<file path="config.mk">
export PLATFORM = sky130hd
export DESIGN_NAME = mem_port_arbiter
export DESIGN_NICKNAME = d
export VERILOG_FILES = /design/src/rtl/mem_arb_pkg.sv /design/src/rtl/mem_wait_timer.sv /design/src/rtl/mem_port_arbiter.sv
export SDC_FILE = /design/constraint.sdc
export NUM_CORES = 1
export LEC_CHECK = 0
export ABC_CLOCK_PERIOD_IN_PS = 3700
export CAP_MARGIN = 20
export CORE_MARGIN = 5
export CORE_UTILIZATION = 46
export CTS_BUF_LIST = sky130_fd_sc_hd__clkbuf_4
export DETAILED_ROUTE_END_ITERATION = 16
export PLACE_DENSITY = 0.88
export SYNTH_ARGS = -nofsm -noshare
export SYNTH_HDL_FRONTEND = slang
export SYNTH_SLANG_ARGS = --single-unit
</file>
<file path="constraint.sdc">
create_clock -name clk -period 3.7 [get_ports clk]
set_input_delay 0.74 -clock clk [delete_from_list [all_inputs] [get_ports clk]]
set_output_delay 0.74 -clock clk [all_outputs]
set_load 0.02 [all_outputs]
</file>
<file path="src/rtl/mem_arb_pkg.sv">
// -----------------------------------------------------------------------------
// mem_arb_pkg
// Shared types and constants for the instruction/data memory port arbiter:
//   state_e : arbiter FSM states (IDLE, BUSY_D, BUSY_I)
//   WAIT_W  : width of the access wait counter (WAIT_CYC up to 15)
//   port_e  : port-select encoding used by the round-robin pointer
// -----------------------------------------------------------------------------
package mem_arb_pkg;

  localparam int WAIT_W = 4;

  typedef enum logic [1:0] {
    IDLE   = 2'd0,
    BUSY_D = 2'd1,
    BUSY_I = 2'd2
  } state_e;

  typedef enum logic {
    PORT_I = 1'b0,
    PORT_D = 1'b1
  } port_e;

endpackage

</file>
<file path="src/rtl/mem_wait_timer.sv">
// -----------------------------------------------------------------------------
// mem_wait_timer
// Down-counter that times one memory access. Loaded with WAIT_CYC-1 when an
// access issues; decrements once per cycle and holds at zero.
// Ports:
//   clk  : clock (negedge active, like the pipeline registers)
//   rst  : synchronous active-high reset
//   load : access issues this cycle; reload the counter
//   done : counter is zero (last busy cycle when the arbiter is busy)
// -----------------------------------------------------------------------------
module mem_wait_timer
  import mem_arb_pkg::*;
#(
  parameter int WAIT_CYC = 1
) (
  input  logic clk,
  input  logic rst,
  input  logic load,
  output logic done
);

  localparam logic [WAIT_W-1:0] LOAD_VAL = WAIT_W'(WAIT_CYC - 1);

  logic [WAIT_W-1:0] count;

  // NOTE: clocked state uses non-blocking (<=) so every register samples
  // the pre-edge values, independent of statement order.
  always_ff @(negedge clk) begin
    if (rst) begin
      count <= '0;
    end else if (load) begin
      count <= LOAD_VAL;
    end else if (count != '0) begin
      count <= count - 1'b1;
    end
  end

  assign done = (count == '0);

endmodule

</file>
<file path="src/rtl/mem_port_arbiter.sv">
// -----------------------------------------------------------------------------
// mem_port_arbiter
// Shares one single-ported memory between instruction fetch (if_*) and the
// MEM stage (dm_*). Each access is latched at issue, held for WAIT_CYC busy
// cycles, then completes with a one-cycle valid pulse on the owning port.
// All registers update on the falling clock edge.
//
// Build option: MEM_ARB_FAIR_EN -- when defined, ties are broken by a
// round-robin pointer; otherwise data strictly beats fetch.
//
// Ports:
//   clk, rst                          : clock (negedge), sync active-high reset
//   if_req/if_addr -> if_rdata/if_valid : fetch port
//   dm_req/dm_we/dm_addr/dm_wdata
//                 -> dm_rdata/dm_valid  : data port
//   mem_en/mem_we/mem_addr/mem_wdata
//                 <- mem_rdata          : memory side
//   pipe_stall                          : freeze pipeline while a port waits
// -----------------------------------------------------------------------------
module mem_port_arbiter
  import mem_arb_pkg::*;
#(
  parameter int ADDR_W   = 8,
  parameter int DATA_W   = 16,
  parameter int WAIT_CYC = 1
) (
  input  logic              clk,
  input  logic              rst,
  input  logic              if_req,
  input  logic [ADDR_W-1:0] if_addr,
  output logic [DATA_W-1:0] if_rdata,
  output logic              if_valid,
  input  logic              dm_req,
  input  logic              dm_we,
  input  logic [ADDR_W-1:0] dm_addr,
  input  logic [DATA_W-1:0] dm_wdata,
  output logic [DATA_W-1:0] dm_rdata,
  output logic              dm_valid,
  output logic              mem_en,
  output logic              mem_we,
  output logic [ADDR_W-1:0] mem_addr,
  output logic [DATA_W-1:0] mem_wdata,
  input  logic [DATA_W-1:0] mem_rdata,
  output logic              pipe_stall
);

  state_e state, state_next;
  logic   d_ok, i_ok, pick_d;
  logic   issue_d, issue_i;
  logic   done;
  logic   we_q;

`ifdef MEM_ARB_FAIR_EN
  port_e ptr;

  // After any grant the pointer names the other port.
  always_ff @(negedge clk) begin
    if (rst) begin
      ptr <= PORT_D;
    end else if (issue_d) begin
      ptr <= PORT_I;
    end else if (issue_i) begin
      ptr <= PORT_D;
    end
  end
`endif

  always_ff @(negedge clk) begin
    if (rst) begin
      state <= IDLE;
    end else begin
      state <= state_next;
    end
  end

  // NOTE: every variable assigned here gets a default first, so no path
  // leaves it unassigned and no latch is inferred.
  always_comb begin
    // A port is masked in its own valid cycle: its requester has not yet
    // had the chance to drop req for the access just completed.
    d_ok       = dm_req & ~dm_valid;
    i_ok       = if_req & ~if_valid;
`ifdef MEM_ARB_FAIR_EN
    pick_d     = d_ok & (~i_ok | (ptr == PORT_D));
`else
    pick_d     = d_ok;
`endif
    state_next = state;
    issue_d    = 1'b0;
    issue_i    = 1'b0;
    case (state)
      IDLE: begin
        if (pick_d) begin
          issue_d    = 1'b1;
          state_next = BUSY_D;
        end else if (i_ok) begin
          issue_i    = 1'b1;
          state_next = BUSY_I;
        end
      end
      BUSY_D, BUSY_I: begin
        if (done) state_next = IDLE;
      end
      default: state_next = IDLE;
    endcase
  end

  mem_wait_timer #(
    .WAIT_CYC (WAIT_CYC)
  ) u_timer (
    .clk  (clk),
    .rst  (rst),
    .load (issue_d | issue_i),
    .done (done)
  );

  always_ff @(negedge clk) begin
    if (rst) begin
      mem_addr  <= '0;
      mem_wdata <= '0;
      we_q      <= 1'b0;
      if_rdata  <= '0;
      dm_rdata  <= '0;
      if_valid  <= 1'b0;
      dm_valid  <= 1'b0;
    end else begin
      if_valid <= 1'b0;
      dm_valid <= 1'b0;

      // Latch the request at issue so requester changes during BUSY are ignored.
      if (issue_d) begin
        mem_addr  <= dm_addr;
        mem_wdata <= dm_wdata;
        we_q      <= dm_we;
      end else if (issue_i) begin
        mem_addr  <= if_addr;
        we_q      <= 1'b0;
      end

      if (state == BUSY_D && done) begin
        dm_valid <= 1'b1;
        if (!we_q) dm_rdata <= mem_rdata;  // a store leaves dm_rdata untouched
      end
      if (state == BUSY_I && done) begin
        if_valid <= 1'b1;
        if_rdata <= mem_rdata;
      end
    end
  end

  assign mem_en     = (state != IDLE);
  assign mem_we     = we_q & (state == BUSY_D);
  assign pipe_stall = (if_req & ~if_valid) | (dm_req & ~dm_valid);

endmodule

</file>
# After elaboration in Yosys (flattened, before gate mapping)
# Index checks and enable logic that the tools add are counted.
[op_classes]
n_addsub = 1
n_eq_ne = 4
mux = 15
bitwise = 8
reduce_logical = 11
[ops]
columns = ["operator", "n"]
rows = [
  ["$mux 8", 2],
  ["$mux 1", 9],
  ["$mux 2", 3],
  ["$logic_not 4->1", 1],
  ["$pmux 2 s2", 1],
  ["$reduce_and 2->1", 2],
  ["$reduce_bool 2->1", 2],
  ["$reduce_bool 4->1", 1],
  ["$reduce_or 2->1", 2],
  ["$sub 4x1->4 const B", 1],
  ["$and 1x1->1", 3],
  ["$ne 3x3->1 const B", 1],
  ["$not 1->1", 3],
  ["$eq 2x1->1 const B", 1],
  ["$eq 2x2->1 const B", 1],
  ["$logic_and 1x1->1", 2],
  ["$logic_not 2->1", 1],
  ["$ne 2x2->1 const B", 1],
  ["$or 1x1->1", 2],
]
[word_totals]
reg_bits = 65
in_bits = 53
out_inout_bits = 61
wordCells = 48

# Depth between registers and ports, before layout
# Gate-level depths: netlist (run 1).
[depth]
word_depth = 7
depth_mapped = 8
depth_no_buf = 6

# Modules after synthesis
# Synthesis (run 1) repeated with hierarchy kept, for this count alone.
[unflattened]
cells_unflattened = 312
area_unflattened_um2 = 2595.0
[modules_own_cells]
columns = ["mod", "n_inst", "cells_per_inst", "area_each_um2", "seq_area_each_um2"]
rows = [
  ["mem_port_arbiter", 1, 292, 2402.3, 1221.2],
  ["mem_wait_timer", 1, 20, 192.7, 80.1],
]

==> results of run 1 <==
==> worst max-delay path, delay by kind of cell (launching register included) <==
kind	cells	cell delay, ns
adder cells (fa/ha/maj)	1	0.15
buffers and inverters	2	0.18
flip-flops	1	0.36
AND/OR/NAND/NOR	1	0.13
==> metal layers <==
metal	share of wire [%]	GRT usage (%)
met5	0	0
met3	5.4	9.60
met1	39	20.6
met4	3.8	16.2
met2	52	37.5
==> flip-flops by register name, summed over array words and instances (netlist names) <==
name,flops
state,2
mem_addr,8
dm_valid,1
mem_wdata,16
if_rdata,16
we_q,1
if_valid,1
u_timer.count,4
dm_rdata,16
==> through the flow <==
stage,power (mW),area [um2],instances,util (%)
2_1_floorplan,1.17,2460,271,-
3_3_place_gp,1.39,3720,454,72.4
3_5_place_dp,1.41,3720,454,72.4
4_1_cts,2.10,4140,533,80.6
5_1_grt,2.22,3970,535,77.2
6_report,2.06,3970,535,77.2
==> worst max path at each step <==
stage	start	to	slack, ns	cells past startpoint
2_1_floorplan	dm_req	mem_addr[0]	0.02	6
3_3_place_gp	dm_req	mem_addr[4]	-0.35	5
3_5_place_dp	dm_req	mem_addr[5]	-0.44	5
4_1_cts	state[1]	mem_we	-0.15	4
5_1_grt	state[1]	mem_we	-0.19	4
6_report	state[1]	mem_we	-0.14	4
==> timing repair <==
item / CTS / global route
gates resized for setup: 147 / 56
hold buffers: 0 / 0
setup buffers: 0 / 2
pin swaps: 3 / 3
endpoints found under the setup margin: 61 / 51
==> power by group through the flow <==
stage	sequential, mW	clock (mW)	combinational [mW]
after detailed placement	0.808	0.108	0.492
after CTS	0.798	0.830	0.477
after floorplan	0.871	0.108	0.189
after global routing	0.805	0.916	0.500
final	0.801	0.803	0.461
after global placement	0.805	0.108	0.478
==> cells in the final DEF, fill, tap and decap left out, types with 2 or more instances in the layout <==
| master | synthesis | final |
|---|---|---|
| clkinvlp_2 | 0 | 2 |
| clkbuf_4 | 0 | 9 |
| and2_1 | 3 | 2 |
| bufinv_16 | 0 | 2 |
| buf_4 | 0 | 17 |
| clkdlybuf4s15_1 | 0 | 11 |
| clkdlybuf4s50_1 | 0 | 51 |
| buf_2 | 4 | 5 |
| o2bb2ai_1 | 8 | 8 |
| ha_1 | 4 | 2 |
| nor3_1 | 2 | 2 |
| buf_6 | 1 | 3 |
| nand2_1 | 67 | 67 |
| ha_4 | 0 | 2 |
| clkbuf_2 | 0 | 39 |
| a32o_1 | 2 | 2 |
| inv_1 | 7 | 69 |
| mux2i_1 | 24 | 24 |
| a21oi_1 | 35 | 35 |
| inv_4 | 0 | 3 |
| dfxtp_2 | 0 | 2 |
| clkdlybuf4s15_2 | 0 | 4 |
| dfxtp_1 | 65 | 62 |
| nor2_1 | 21 | 21 |
==> final cells by class <==
class / count / area (um2) / share of cell area [%]
repair buffers: 131 / 1070 / 26.9
clock buffers: 9 / 67.6 / 1.70
flip-flops and latches: 65 / 1310 / 32.9
clock inverters: 71 / 324 / 8.17
well taps: 70 / 87.6 / 2.21
inverters: 6 / 27.5 / 0.694
multi-input cells: 183 / 1090 / 27.4
==> cell families after synthesis <==
group / Yosys count / synth area share (%)
and+or+nand+nor: 104 / 17.9
xor gates and xnor gates: 1 / 0.356
AOI/OAI and AO/OA: 50 / 12.3
buffers and inverters: 23 / 4.68
muxes: 24 / 9.78
DFF: 65 / 53.0
adders and majority gates: 4 / 2.04
==> metrics.csv, run 1 <==
metric,value,unit
p_per_area,520,nW/um2
tritoncts,done,
maxCapViolations,0,
cts-root-buf,clkbuf_4,
synth.area.top_cells,"dfxtp_1 53%, nand2_1 10%, mux2i_1 9.8%",
synth-async-reset-ratio,0,%
seq_area_frac_synth,53.0,%
yosysMostFrequentCell,nand2_1,
combPwrFrac,22.3,%
path_class,reg2out,
grt-ovfl-total,0,
r2r-end,dm_rdata[6],
die_h,83.1,um
synth_top_area_share,53.0,%
worst_slack,-0.140,ns
cts_buffer_depth,2,
dieArea,6900,um2
hold_class,reg2reg,
synthTopCellsByCount,"67 x nand2_1, 65 x dfxtp_1, 35 x a21oi_1, 24 x mux2i_1, 21 x nor2_1",
hold_ws,0.448,ns
grt_max_degree,22,
pwr-share-clk,38.9,%
avgSynthCellArea,9.07,um2
reg2reg_depth,6,
clk_pin_slew,0.04,ns
min_path_cells,2,
synthToLayoutAreaGrowth,61.5,%
synth_fp_nets,328,
place_ws,-0.436,ns
antenna_cells,0,
p_seq_share,38.8,%
crit_path_max_fanout,2,
routed_wl,7540,um
crit_required,2.96,ns
rsz0062_at_grt,true,
setup_viol,3,
post-dp-hpwl,5370,um
die_w,83.1,um
crit_arrival,3.10,ns
yosys.cell_types.count,32,
setup_tns,-0.328,ns
core_area,5140,um2
viasPerCell,4.88,
min_from,mem_wdata[12],
cts_made_buffers,9,
ant_nets,0,
portBuffers,113,
cp_cell_sequence,"inv_4, ha_4, and2_4, buf_6",
via_count,2609,
grt_pass1_wl,12400,um
slew_headroom,30.1,%
synth-edff-count,0,
leakage,1.89,nW
start_util,47.8,%
finalHoldViolations,0,
gp_congestion,0.748,
grt_use_total,21.9,%
ir_drop,435,uV
intPower,1.34,mW
nNetsFinal,518,
cp_slowest_cell,dfxtp_2,
drc,0,
fillers,382,
syn_area,2460,um2
violations,negative setup slack,
yosysWarnings,0,
rows,26,
r2r_slack,1.32,ns
slowest_delay,0.36,ns
synth_top_cell_by_area,dfxtp_1,
p_sw,729,uW
routedWlPerCell,14.1,um
antenna_found_initial,0,
crit_path_start_kind,flip-flop,
drive_gt1_share,21.1,%
synthCells,271,
grt_pass1_vias,2807,
final_max_slew_viol_count,0,
cp-end-kind,output pin,
synthFlopType,dfxtp_1,
r2r_start,u_timer.count[0],
io_pins,114,
tightest_slew,1.05,ns
htree_levels,3,
fin_skew,0.0526,ns
insertion_delay,0.47,ns
synth-seq-cells,65,
swShare,35.3,%
drt_iter0_drc,135,
status,finished with violations,
drt_pass1_iterations,5,
hold_end,mem_wdata[12],
cts.sinks,65,
Note: power is estimated with default switching activity, not from simulation.
==> run 2: changes to the inputs <==
SLEW_MARGIN = 10   (was not set)
==> results of run 2 <==
No change in the layout: final DEF, timing and power equal those of run 1.
